[src/rtl/awg_seq_pkg.sv]
// Shared constants and types for the AWG segment sequencer.
package awg_seq_pkg;

    // Default field width for delay, length and address values.
    localparam int unsigned DefaultDw = 24;

    // Number of segments played per trigger (fixed at three in this revision).
    localparam int unsigned NumSeg = 3;

    // Sequencer control states.
    typedef enum logic [1:0] {
        StIdle,
        StWait,
        StPlay,
        StFin
    } seq_state_e;

    // Segment indicator values as presented on O_seg.
    localparam logic [1:0] SegIdle  = 2'd0;
    localparam logic [1:0] SegFirst = 2'd1;
    localparam logic [1:0] SegLast  = 2'd3;

endpackage

[src/rtl/awg_seg_sequencer_if.sv]
// Trigger, configuration and waveform-read bundle of the segment sequencer.
interface awg_seg_sequencer_if
    import awg_seq_pkg::*;
#(
    parameter int unsigned DW = DefaultDw
);

    logic          I_trig;
    logic          I_abort;
    logic [DW-1:0] I_delay1;
    logic [DW-1:0] I_delay2;
    logic [DW-1:0] I_delay3;
    logic [DW-1:0] I_len1;
    logic [DW-1:0] I_len2;
    logic [DW-1:0] I_len3;
    logic [DW-1:0] I_addr1;
    logic [DW-1:0] I_addr2;
    logic [DW-1:0] I_addr3;

    logic          O_rd_en;
    logic [DW-1:0] O_rd_addr;
    logic [1:0]    O_seg;
    logic          O_busy;
    logic          O_done;
    logic          O_trig_miss;

    // Register decoder / trigger source side.
    modport master (
        output I_trig, I_abort,
        output I_delay1, I_delay2, I_delay3,
        output I_len1, I_len2, I_len3,
        output I_addr1, I_addr2, I_addr3,
        input  O_rd_en, O_rd_addr, O_seg, O_busy, O_done, O_trig_miss
    );

    // Sequencer side.
    modport slave (
        input  I_trig, I_abort,
        input  I_delay1, I_delay2, I_delay3,
        input  I_len1, I_len2, I_len3,
        input  I_addr1, I_addr2, I_addr3,
        output O_rd_en, O_rd_addr, O_seg, O_busy, O_done, O_trig_miss
    );

endinterface

[src/rtl/awg_seg_timer.sv]
// Loadable down-counter with a zero flag. The sequencer loads (cycles - 1), so
// the zero flag marks the last cycle of the current wait or play phase.
module awg_seg_timer
    import awg_seq_pkg::*;
#(
    parameter int unsigned DW = DefaultDw
) (
    input  logic          clk,
    input  logic          rst_n,
    input  logic          load,
    input  logic [DW-1:0] load_val,
    input  logic          dec,
    output logic          zero
);

    logic [DW-1:0] cnt;

    // Count register: load has priority, decrement saturates at zero.
    always_ff @(posedge clk or negedge rst_n) begin
        if (!rst_n) begin
            cnt <= '0;
        end else if (load) begin
            cnt <= load_val;
        end else if (dec && (cnt != '0)) begin
            cnt <= cnt - DW'(1);
        end
    end

    assign zero = (cnt == '0);

endmodule

[src/rtl/awg_seg_sequencer.sv]
// Three-segment AWG playback sequencer. A trigger in idle snapshots the nine
// configuration words; each segment then waits Dn cycles and strobes Ln
// consecutive reads from An upward, followed by a single done cycle.
module awg_seg_sequencer
    import awg_seq_pkg::*;
#(
    parameter int unsigned DW   = DefaultDw,
    parameter int unsigned NSEG = NumSeg
) (
    input  logic               I_clk_10M,
    input  logic               I_rst_n,
    awg_seg_sequencer_if.slave bus
);

    seq_state_e    state_q, state_d;
    logic [1:0]    seg_q, seg_d;
    logic          rd_en_q, rd_en_d;
    logic [DW-1:0] rd_addr_q, rd_addr_d;
    logic          busy_q, busy_d;
    logic          done_q, done_d;
    logic          trig_miss_q, trig_miss_d;

    logic [DW-1:0] in_dly [NSEG];
    logic [DW-1:0] in_len [NSEG];
    logic [DW-1:0] in_adr [NSEG];
    logic [DW-1:0] dly_q  [NSEG];
    logic [DW-1:0] len_q  [NSEG];
    logic [DW-1:0] adr_q  [NSEG];
    logic [DW-1:0] cfg_dly [NSEG];
    logic [DW-1:0] cfg_len [NSEG];
    logic [DW-1:0] cfg_adr [NSEG];

    logic          cap;
    logic          enter;
    int            enter_from;
    int            cur;
    logic          found;
    logic          tmr_load;
    logic [DW-1:0] tmr_val;
    logic          tmr_dec;
    logic          tmr_zero;

    assign in_dly[0] = bus.I_delay1;
    assign in_dly[1] = bus.I_delay2;
    assign in_dly[2] = bus.I_delay3;
    assign in_len[0] = bus.I_len1;
    assign in_len[1] = bus.I_len2;
    assign in_len[2] = bus.I_len3;
    assign in_adr[0] = bus.I_addr1;
    assign in_adr[1] = bus.I_addr2;
    assign in_adr[2] = bus.I_addr3;

    // Shadow copy of the configuration, taken only when a trigger is accepted.
    always_ff @(posedge I_clk_10M or negedge I_rst_n) begin
        if (!I_rst_n) begin
            for (int k = 0; k < NSEG; k++) begin
                dly_q[k] <= '0;
                len_q[k] <= '0;
                adr_q[k] <= '0;
            end
        end else if (cap) begin
            for (int k = 0; k < NSEG; k++) begin
                dly_q[k] <= in_dly[k];
                len_q[k] <= in_len[k];
                adr_q[k] <= in_adr[k];
            end
        end
    end

    // In idle the first segment is set up straight from the live inputs, since
    // the shadow copy only becomes visible one cycle after the trigger.
    always_comb begin
        for (int k = 0; k < NSEG; k++) begin
            cfg_dly[k] = (state_q == StIdle) ? in_dly[k] : dly_q[k];
            cfg_len[k] = (state_q == StIdle) ? in_len[k] : len_q[k];
            cfg_adr[k] = (state_q == StIdle) ? in_adr[k] : adr_q[k];
        end
    end

    // One timer serves both the delay and the length phase of every segment.
    awg_seg_timer #(
        .DW(DW)
    ) u_timer (
        .clk     (I_clk_10M),
        .rst_n   (I_rst_n),
        .load    (tmr_load),
        .load_val(tmr_val),
        .dec     (tmr_dec),
        .zero    (tmr_zero)
    );

    // Next state and next registered outputs.
    always_comb begin
        state_d     = state_q;
        seg_d       = seg_q;
        rd_en_d     = 1'b0;
        rd_addr_d   = rd_addr_q;
        busy_d      = 1'b0;
        done_d      = 1'b0;
        trig_miss_d = 1'b0;
        cap         = 1'b0;
        enter       = 1'b0;
        enter_from  = 0;
        found       = 1'b0;
        tmr_load    = 1'b0;
        tmr_val     = '0;
        tmr_dec     = 1'b0;
        // Zero-based index of the active segment; only used in WAIT/PLAY.
        cur         = int'(seg_q) - 1;

        unique case (state_q)
            StIdle: begin
                seg_d = SegIdle;
                if (bus.I_trig) begin
                    cap        = 1'b1;
                    enter      = 1'b1;
                    enter_from = 0;
                end
            end
            StWait: begin
                if (!tmr_zero) begin
                    tmr_dec = 1'b1;
                end else if (cfg_len[cur] != '0) begin
                    state_d   = StPlay;
                    rd_en_d   = 1'b1;
                    rd_addr_d = cfg_adr[cur];
                    tmr_load  = 1'b1;
                    tmr_val   = cfg_len[cur] - DW'(1);
                end else begin
                    enter      = 1'b1;
                    enter_from = cur + 1;
                end
            end
            StPlay: begin
                if (!tmr_zero) begin
                    tmr_dec   = 1'b1;
                    rd_en_d   = 1'b1;
                    rd_addr_d = rd_addr_q + DW'(1);
                end else begin
                    enter      = 1'b1;
                    enter_from = cur + 1;
                end
            end
            StFin: begin
                state_d = StIdle;
                seg_d   = SegIdle;
            end
        endcase

        // Start the first segment at or after enter_from that has any cycles;
        // empty segments are skipped in the same cycle, and when none is left
        // the sequence goes straight to the done cycle.
        if (enter) begin
            state_d = StFin;
            seg_d   = SegLast;
            done_d  = 1'b1;
            for (int k = 0; k < NSEG; k++) begin
                if (!found && (k >= enter_from)) begin
                    if (cfg_dly[k] != '0) begin
                        found    = 1'b1;
                        state_d  = StWait;
                        seg_d    = 2'(k + 1);
                        done_d   = 1'b0;
                        tmr_load = 1'b1;
                        tmr_val  = cfg_dly[k] - DW'(1);
                    end else if (cfg_len[k] != '0) begin
                        found     = 1'b1;
                        state_d   = StPlay;
                        seg_d     = 2'(k + 1);
                        done_d    = 1'b0;
                        rd_en_d   = 1'b1;
                        rd_addr_d = cfg_adr[k];
                        tmr_load  = 1'b1;
                        tmr_val   = cfg_len[k] - DW'(1);
                    end
                end
            end
        end

        busy_d      = (state_d != StIdle);
        trig_miss_d = busy_q && bus.I_trig;

        // Abort overrides everything, including a coincident trigger.
        if (bus.I_abort) begin
            state_d     = StIdle;
            seg_d       = SegIdle;
            rd_en_d     = 1'b0;
            busy_d      = 1'b0;
            done_d      = 1'b0;
            trig_miss_d = 1'b0;
            cap         = 1'b0;
            tmr_load    = 1'b0;
            tmr_dec     = 1'b0;
        end
    end

    // State and output registers.
    always_ff @(posedge I_clk_10M or negedge I_rst_n) begin
        if (!I_rst_n) begin
            state_q     <= StIdle;
            seg_q       <= SegIdle;
            rd_en_q     <= 1'b0;
            rd_addr_q   <= '0;
            busy_q      <= 1'b0;
            done_q      <= 1'b0;
            trig_miss_q <= 1'b0;
        end else begin
            state_q     <= state_d;
            seg_q       <= seg_d;
            rd_en_q     <= rd_en_d;
            rd_addr_q   <= rd_addr_d;
            busy_q      <= busy_d;
            done_q      <= done_d;
            trig_miss_q <= trig_miss_d;
        end
    end

    assign bus.O_rd_en     = rd_en_q;
    assign bus.O_rd_addr   = rd_addr_q;
    assign bus.O_seg       = seg_q;
    assign bus.O_busy      = busy_q;
    assign bus.O_done      = done_q;
    assign bus.O_trig_miss = trig_miss_q;

endmodule

[src/flat_wrapper.sv]
// flat-port wrapper written by rule: the top's interface ports become plain ports
module awg_seg_sequencer_flat import awg_seq_pkg::*;
#(
    parameter int unsigned DW   = DefaultDw,
    parameter int unsigned NSEG = NumSeg
)
  (I_clk_10M, I_rst_n, bus_I_trig, bus_I_abort, bus_I_delay1, bus_I_delay2, bus_I_delay3, bus_I_len1, bus_I_len2, bus_I_len3, bus_I_addr1, bus_I_addr2, bus_I_addr3, bus_O_rd_en, bus_O_rd_addr, bus_O_seg, bus_O_busy, bus_O_done, bus_O_trig_miss);
  awg_seg_sequencer_if #(.DW(DW)) bus_i ();
  input  logic I_clk_10M;
  input  logic I_rst_n;
  input wire logic [$bits(bus_i.I_trig)-1:0] bus_I_trig;
  input wire logic [$bits(bus_i.I_abort)-1:0] bus_I_abort;
  input wire logic [$bits(bus_i.I_delay1)-1:0] bus_I_delay1;
  input wire logic [$bits(bus_i.I_delay2)-1:0] bus_I_delay2;
  input wire logic [$bits(bus_i.I_delay3)-1:0] bus_I_delay3;
  input wire logic [$bits(bus_i.I_len1)-1:0] bus_I_len1;
  input wire logic [$bits(bus_i.I_len2)-1:0] bus_I_len2;
  input wire logic [$bits(bus_i.I_len3)-1:0] bus_I_len3;
  input wire logic [$bits(bus_i.I_addr1)-1:0] bus_I_addr1;
  input wire logic [$bits(bus_i.I_addr2)-1:0] bus_I_addr2;
  input wire logic [$bits(bus_i.I_addr3)-1:0] bus_I_addr3;
  output wire logic [$bits(bus_i.O_rd_en)-1:0] bus_O_rd_en;
  output wire logic [$bits(bus_i.O_rd_addr)-1:0] bus_O_rd_addr;
  output wire logic [$bits(bus_i.O_seg)-1:0] bus_O_seg;
  output wire logic [$bits(bus_i.O_busy)-1:0] bus_O_busy;
  output wire logic [$bits(bus_i.O_done)-1:0] bus_O_done;
  output wire logic [$bits(bus_i.O_trig_miss)-1:0] bus_O_trig_miss;
  assign bus_i.I_trig = bus_I_trig;
  assign bus_i.I_abort = bus_I_abort;
  assign bus_i.I_delay1 = bus_I_delay1;
  assign bus_i.I_delay2 = bus_I_delay2;
  assign bus_i.I_delay3 = bus_I_delay3;
  assign bus_i.I_len1 = bus_I_len1;
  assign bus_i.I_len2 = bus_I_len2;
  assign bus_i.I_len3 = bus_I_len3;
  assign bus_i.I_addr1 = bus_I_addr1;
  assign bus_i.I_addr2 = bus_I_addr2;
  assign bus_i.I_addr3 = bus_I_addr3;
  assign bus_O_rd_en = bus_i.O_rd_en;
  assign bus_O_rd_addr = bus_i.O_rd_addr;
  assign bus_O_seg = bus_i.O_seg;
  assign bus_O_busy = bus_i.O_busy;
  assign bus_O_done = bus_i.O_done;
  assign bus_O_trig_miss = bus_i.O_trig_miss;
  awg_seg_sequencer #(.DW(DW), .NSEG(NSEG)) u_core (.I_clk_10M(I_clk_10M), .I_rst_n(I_rst_n), .bus(bus_i));
endmodule
[config.mk]
export PLATFORM = sky130hd
export DESIGN_NAME = awg_seg_sequencer_flat
export DESIGN_NICKNAME = d
export VERILOG_FILES = /design/src/rtl/awg_seq_pkg.sv /design/src/rtl/awg_seg_sequencer_if.sv /design/src/rtl/awg_seg_timer.sv /design/src/rtl/awg_seg_sequencer.sv /design/src/flat_wrapper.sv
export SDC_FILE = /design/constraint.sdc
export NUM_CORES = 1
export LEC_CHECK = 0
export ABC_AREA = 1
export BUFFER_PORTS_ARGS = -buffer_cell sky130_fd_sc_hd__buf_2
export CORE_UTILIZATION = 30
export DETAILED_ROUTE_END_ITERATION = 16
export GPL_TIMING_DRIVEN = 0
export MAX_ROUTING_LAYER = met4
export SYNTH_ARGS = -nofsm -noshare
export SYNTH_HDL_FRONTEND = slang
export SYNTH_SLANG_ARGS = --single-unit
[constraint.sdc]
create_clock -name I_clk_10M -period 7.1 [get_ports I_clk_10M]
set_clock_uncertainty 0.1 [all_clocks]
set_input_delay 1.065 -clock I_clk_10M [delete_from_list [all_inputs] [get_ports I_clk_10M]]
set_output_delay 1.065 -clock I_clk_10M [all_outputs]
set_load 0.05 [all_outputs]
==> impl_metrics.env <==
export IMPL_coreArea_um2=74600
export IMPL_dp_hpwl_mm=85.6
export IMPL_holdPathEnd="u_core.adr_q[71]"
export IMPL_post_route_drc_count=0
export IMPL_cts_root_buf="clkbuf_16"
export IMPL_port_buffers=249
export IMPL_worstReg2RegStart="u_core.state_q[0]"
export IMPL_cts_htree_levels=2
export IMPL_yosysTopAreaCell="dfrtp_1"
export IMPL_tightest_slew_ps=1260
export IMPL_end_kind="flop"
export IMPL_cp_slowest_stage_delay_ps=420
export IMPL_wirelength_mm=106
export IMPL_maxCapViolCount=0
export IMPL_viasPerCell=5.28
export IMPL_synth_ff_type="dfrtp_1"
export IMPL_crit_fanout=10
export IMPL_synth_cell_types=61
export IMPL_critPathRequiredTime_ps=7460
export IMPL_hold_class="reg -> reg"
export IMPL_cts_sink_count=272
export IMPL_clock_fmax_ghz=0.149
export IMPL_fin_crit_sh=0.943
export IMPL_grt_start_max_net_pins=112
export IMPL_syn_area_um2=22600
export IMPL_synth_edff_count=0
export IMPL_slowest_stage="dfrtp_1"
export IMPL_synth_fp_nets=3814
export IMPL_leakagePower_nw=13.0
export IMPL_initial_core_util=0.304
export IMPL_fin_hold_ws_ps=380
export IMPL_num_vias=25700
export IMPL_syn_to_final_growth_pct=16.8
export IMPL_hold_depth=2
export IMPL_postSynthAreaPerCell_um2=6.33
export IMPL_yosysWarnings=0
export IMPL_wl_met2_mm=48.9
export IMPL_worstSkewPairLatency_ps=570
export IMPL_max_slew_margin=0.160
export IMPL_status="finished clean"
export IMPL_num_rows=100
export IMPL_criticalPathCategory="reg -> reg"
export IMPL_synth_area_top_cells="dfrtp_1, nand2_1, o21ai_0, inv_1, nor2_1"
export IMPL_seq_area_frac_synth=0.301
export IMPL_vdd_drop_max_mv=0.160
export IMPL_final_cell_area_um2=26400
export IMPL_gp_congestion=1.03
export IMPL_dieArea_um2=76500
export IMPL_placedCellCount=4797
export IMPL_io_pins=250
export IMPL_fin_nets=4103
export IMPL_cts_tree="built"
export IMPL_rrSetupSlack_ps=400
export IMPL_track_usage=0.279
export IMPL_place_area_um2=25200
export IMPL_die_w_um=277
export IMPL_synth_top_cells_by_count="nand2_1, o21ai_0, inv_1"
export IMPL_final_util=0.354
export IMPL_clockBufferDepth=3
export IMPL_die_y_um=277
export IMPL_final_cells=4860
export IMPL_wl_met3_mm=6.74
export IMPL_rsz0062_at_grt="false"
export IMPL_antenna_left=0
export IMPL_p_per_area_nw_per_um2=229
export IMPL_n_antenna_cell=0
export IMPL_cts_reportedPaths_clkPinSlew_ps=60
export IMPL_cts_setup_buffers=0
export IMPL_top_layer="met4"
export IMPL_drtIter0Drc=2560
export IMPL_drv_slew=0
export IMPL_min_from="u_core.adr_q[71]"
export IMPL_synthCells=3577
export IMPL_cpMostUsedCell="nand2_1"
export IMPL_ys_async_sr_fraction=1.00
export IMPL_drt_met1_wl_mm=45.8
export IMPL_dr_pass1_iters=6
export IMPL_synth_top_area_frac=0.301
export IMPL_antenna_found_initial=1
export IMPL_worstPathArrival_ps=7050
export IMPL_yosysMostFrequentCell="nand2_1"
export IMPL_overflow=0
export IMPL_power_w=0.00605
export IMPL_cp_start_kind="flop"
export IMPL_wl_per_cell_um=21.9
export IMPL_cts_buffers=36
export IMPL_drive_above_1_share=0.126
export IMPL_post_route_min_period_ps=6700
export IMPL_rr_worst_depth=30
export IMPL_setup_violations=0
export IMPL_worstReg2RegEnd="u_core.u_timer.cnt[9]"
export IMPL_ys_seq_elements=272
export IMPL_grt_pass1_vias=24300
export IMPL_hold_violations=0
export IMPL_grt_first_pass_wirelength_mm=156
==> kinds of logic after synthesis <==
group | count (synthesis) | synth area share
flops | 272 | 0.301
compound gates | 732 | 0.176
simple gates | 1770 | 0.328
fa+ha+maj | 17 | 0.00940
mux | 41 | 0.0203
xor+xnor | 153 | 0.0592
buf+inv | 592 | 0.107
==> how the worst max path moves through the flow <==
stage	start	slack, ps	end	cells past startpoint
after floorplan	u_core.state_q[0]	2670	u_core.u_timer.cnt[23]	28
after global placement	I_rst_n	-690	u_core.dly_q[32]	1
after detailed placement	u_core.state_q[0]	600	u_core.u_timer.cnt[9]	30
after CTS	u_core.state_q[0]	560	u_core.u_timer.cnt[9]	30
after global routing	u_core.state_q[0]	10	u_core.u_timer.cnt[9]	30
final	u_core.state_q[0]	400	u_core.u_timer.cnt[9]	30
==> power by group <==
part	internal [W]	leakage (nW)	switching, W
logic	0.000595	9.05	0.00138
clock network	0.00122	0.628	0.000774
registers	0.00184	3.32	0.000239
total	0.00366	13.0	0.00239
==> metal layers <==
layer / up-vias / global-route usage
met2: 1116 / 0.447
met5: - / -
li1: 12200 / -
met1: 12100 / 0.354
met3: 215 / 0.0318
met4: 0 / 0.121
==> cells in the final DEF (no fill, tap or decap), types with 6 or more instances in the layout <==
| cell type | synthesis | layout |
|---|---|---|
| o22ai_1 | 24 | 24 |
| or2_2 | 9 | 9 |
| o21ai_1 | 49 | 49 |
| o21ai_0 | 455 | 455 |
| ha_1 | 17 | 17 |
| xnor2_1 | 33 | 33 |
| clkbuf_16 | 0 | 37 |
| buf_1 | 6 | 6 |
| buf_4 | 11 | 11 |
| mux2_2 | 39 | 39 |
| nor3_1 | 52 | 52 |
| nand3_1 | 198 | 198 |
| nor2_2 | 13 | 15 |
| buf_6 | 11 | 11 |
| clkbuf_8 | 0 | 12 |
| o211ai_1 | 39 | 39 |
| inv_1 | 408 | 408 |
| a31oi_1 | 10 | 10 |
| o21ai_2 | 13 | 13 |
| inv_2 | 11 | 11 |
| nor4_1 | 18 | 18 |
| o221ai_1 | 13 | 13 |
| nand2_2 | 6 | 6 |
| clkbuf_1 | 99 | 103 |
| buf_2 | 41 | 289 |
| nand2_1 | 1072 | 1072 |
| xor2_1 | 120 | 120 |
| a21oi_1 | 105 | 105 |
| nor2_1 | 313 | 311 |
| nand4_1 | 59 | 59 |
| dfrtp_1 | 272 | 272 |
==> final cells by class <==
type,instances,area [um^2]
fill,8329,48100
multi-input combinational,2713,13400
sequential,272,6810
inverter,422,1590
timing repair buffer,251,1310
tap,969,1210
clock buffer,53,1110
buffer,170,826
clock inverter,10,161
==> flip-flops by register name (all words and copies together), names as in the netlist <==
register and flops:
u_core.u_timer.cnt 24, u_core.bus.O_rd_en 1, u_core.dly_q 72, u_core.bus.O_trig_miss 1, u_core.bus.O_rd_addr 24, u_core.bus.O_busy 1
u_core.adr_q 72, u_core.state_q 2, u_core.bus.O_seg 2, u_core.bus.O_done 1, u_core.len_q 72
==> metrics by stage <==
step / setup slack [ps] / setup TNS, ps
after CTS: 561 / 0
after detailed placement: 604 / 0
after floorplan: 2670 / 0
final: 405 / 0
after global routing: 10.6 / 0
after global placement: -694 / -171790
==> worst max-delay path: cells and delay by family (launching register included) <==
kind                       cells  cell delay [ps]
AOI/OAI and AO/OA              3              900
adders and majority gates      2              520
buffers and inverters          9             2180
DFF                            1              420
and+or+nand+nor               16             2450
==> what timing repair did <==
action                                  in CTS  in global routing
resized for setup                            0                  3
hold buffers                                 0                  0
endpoints found under the setup margin       0                  4
No activity file was read; power rests on OpenSTA's default activity.
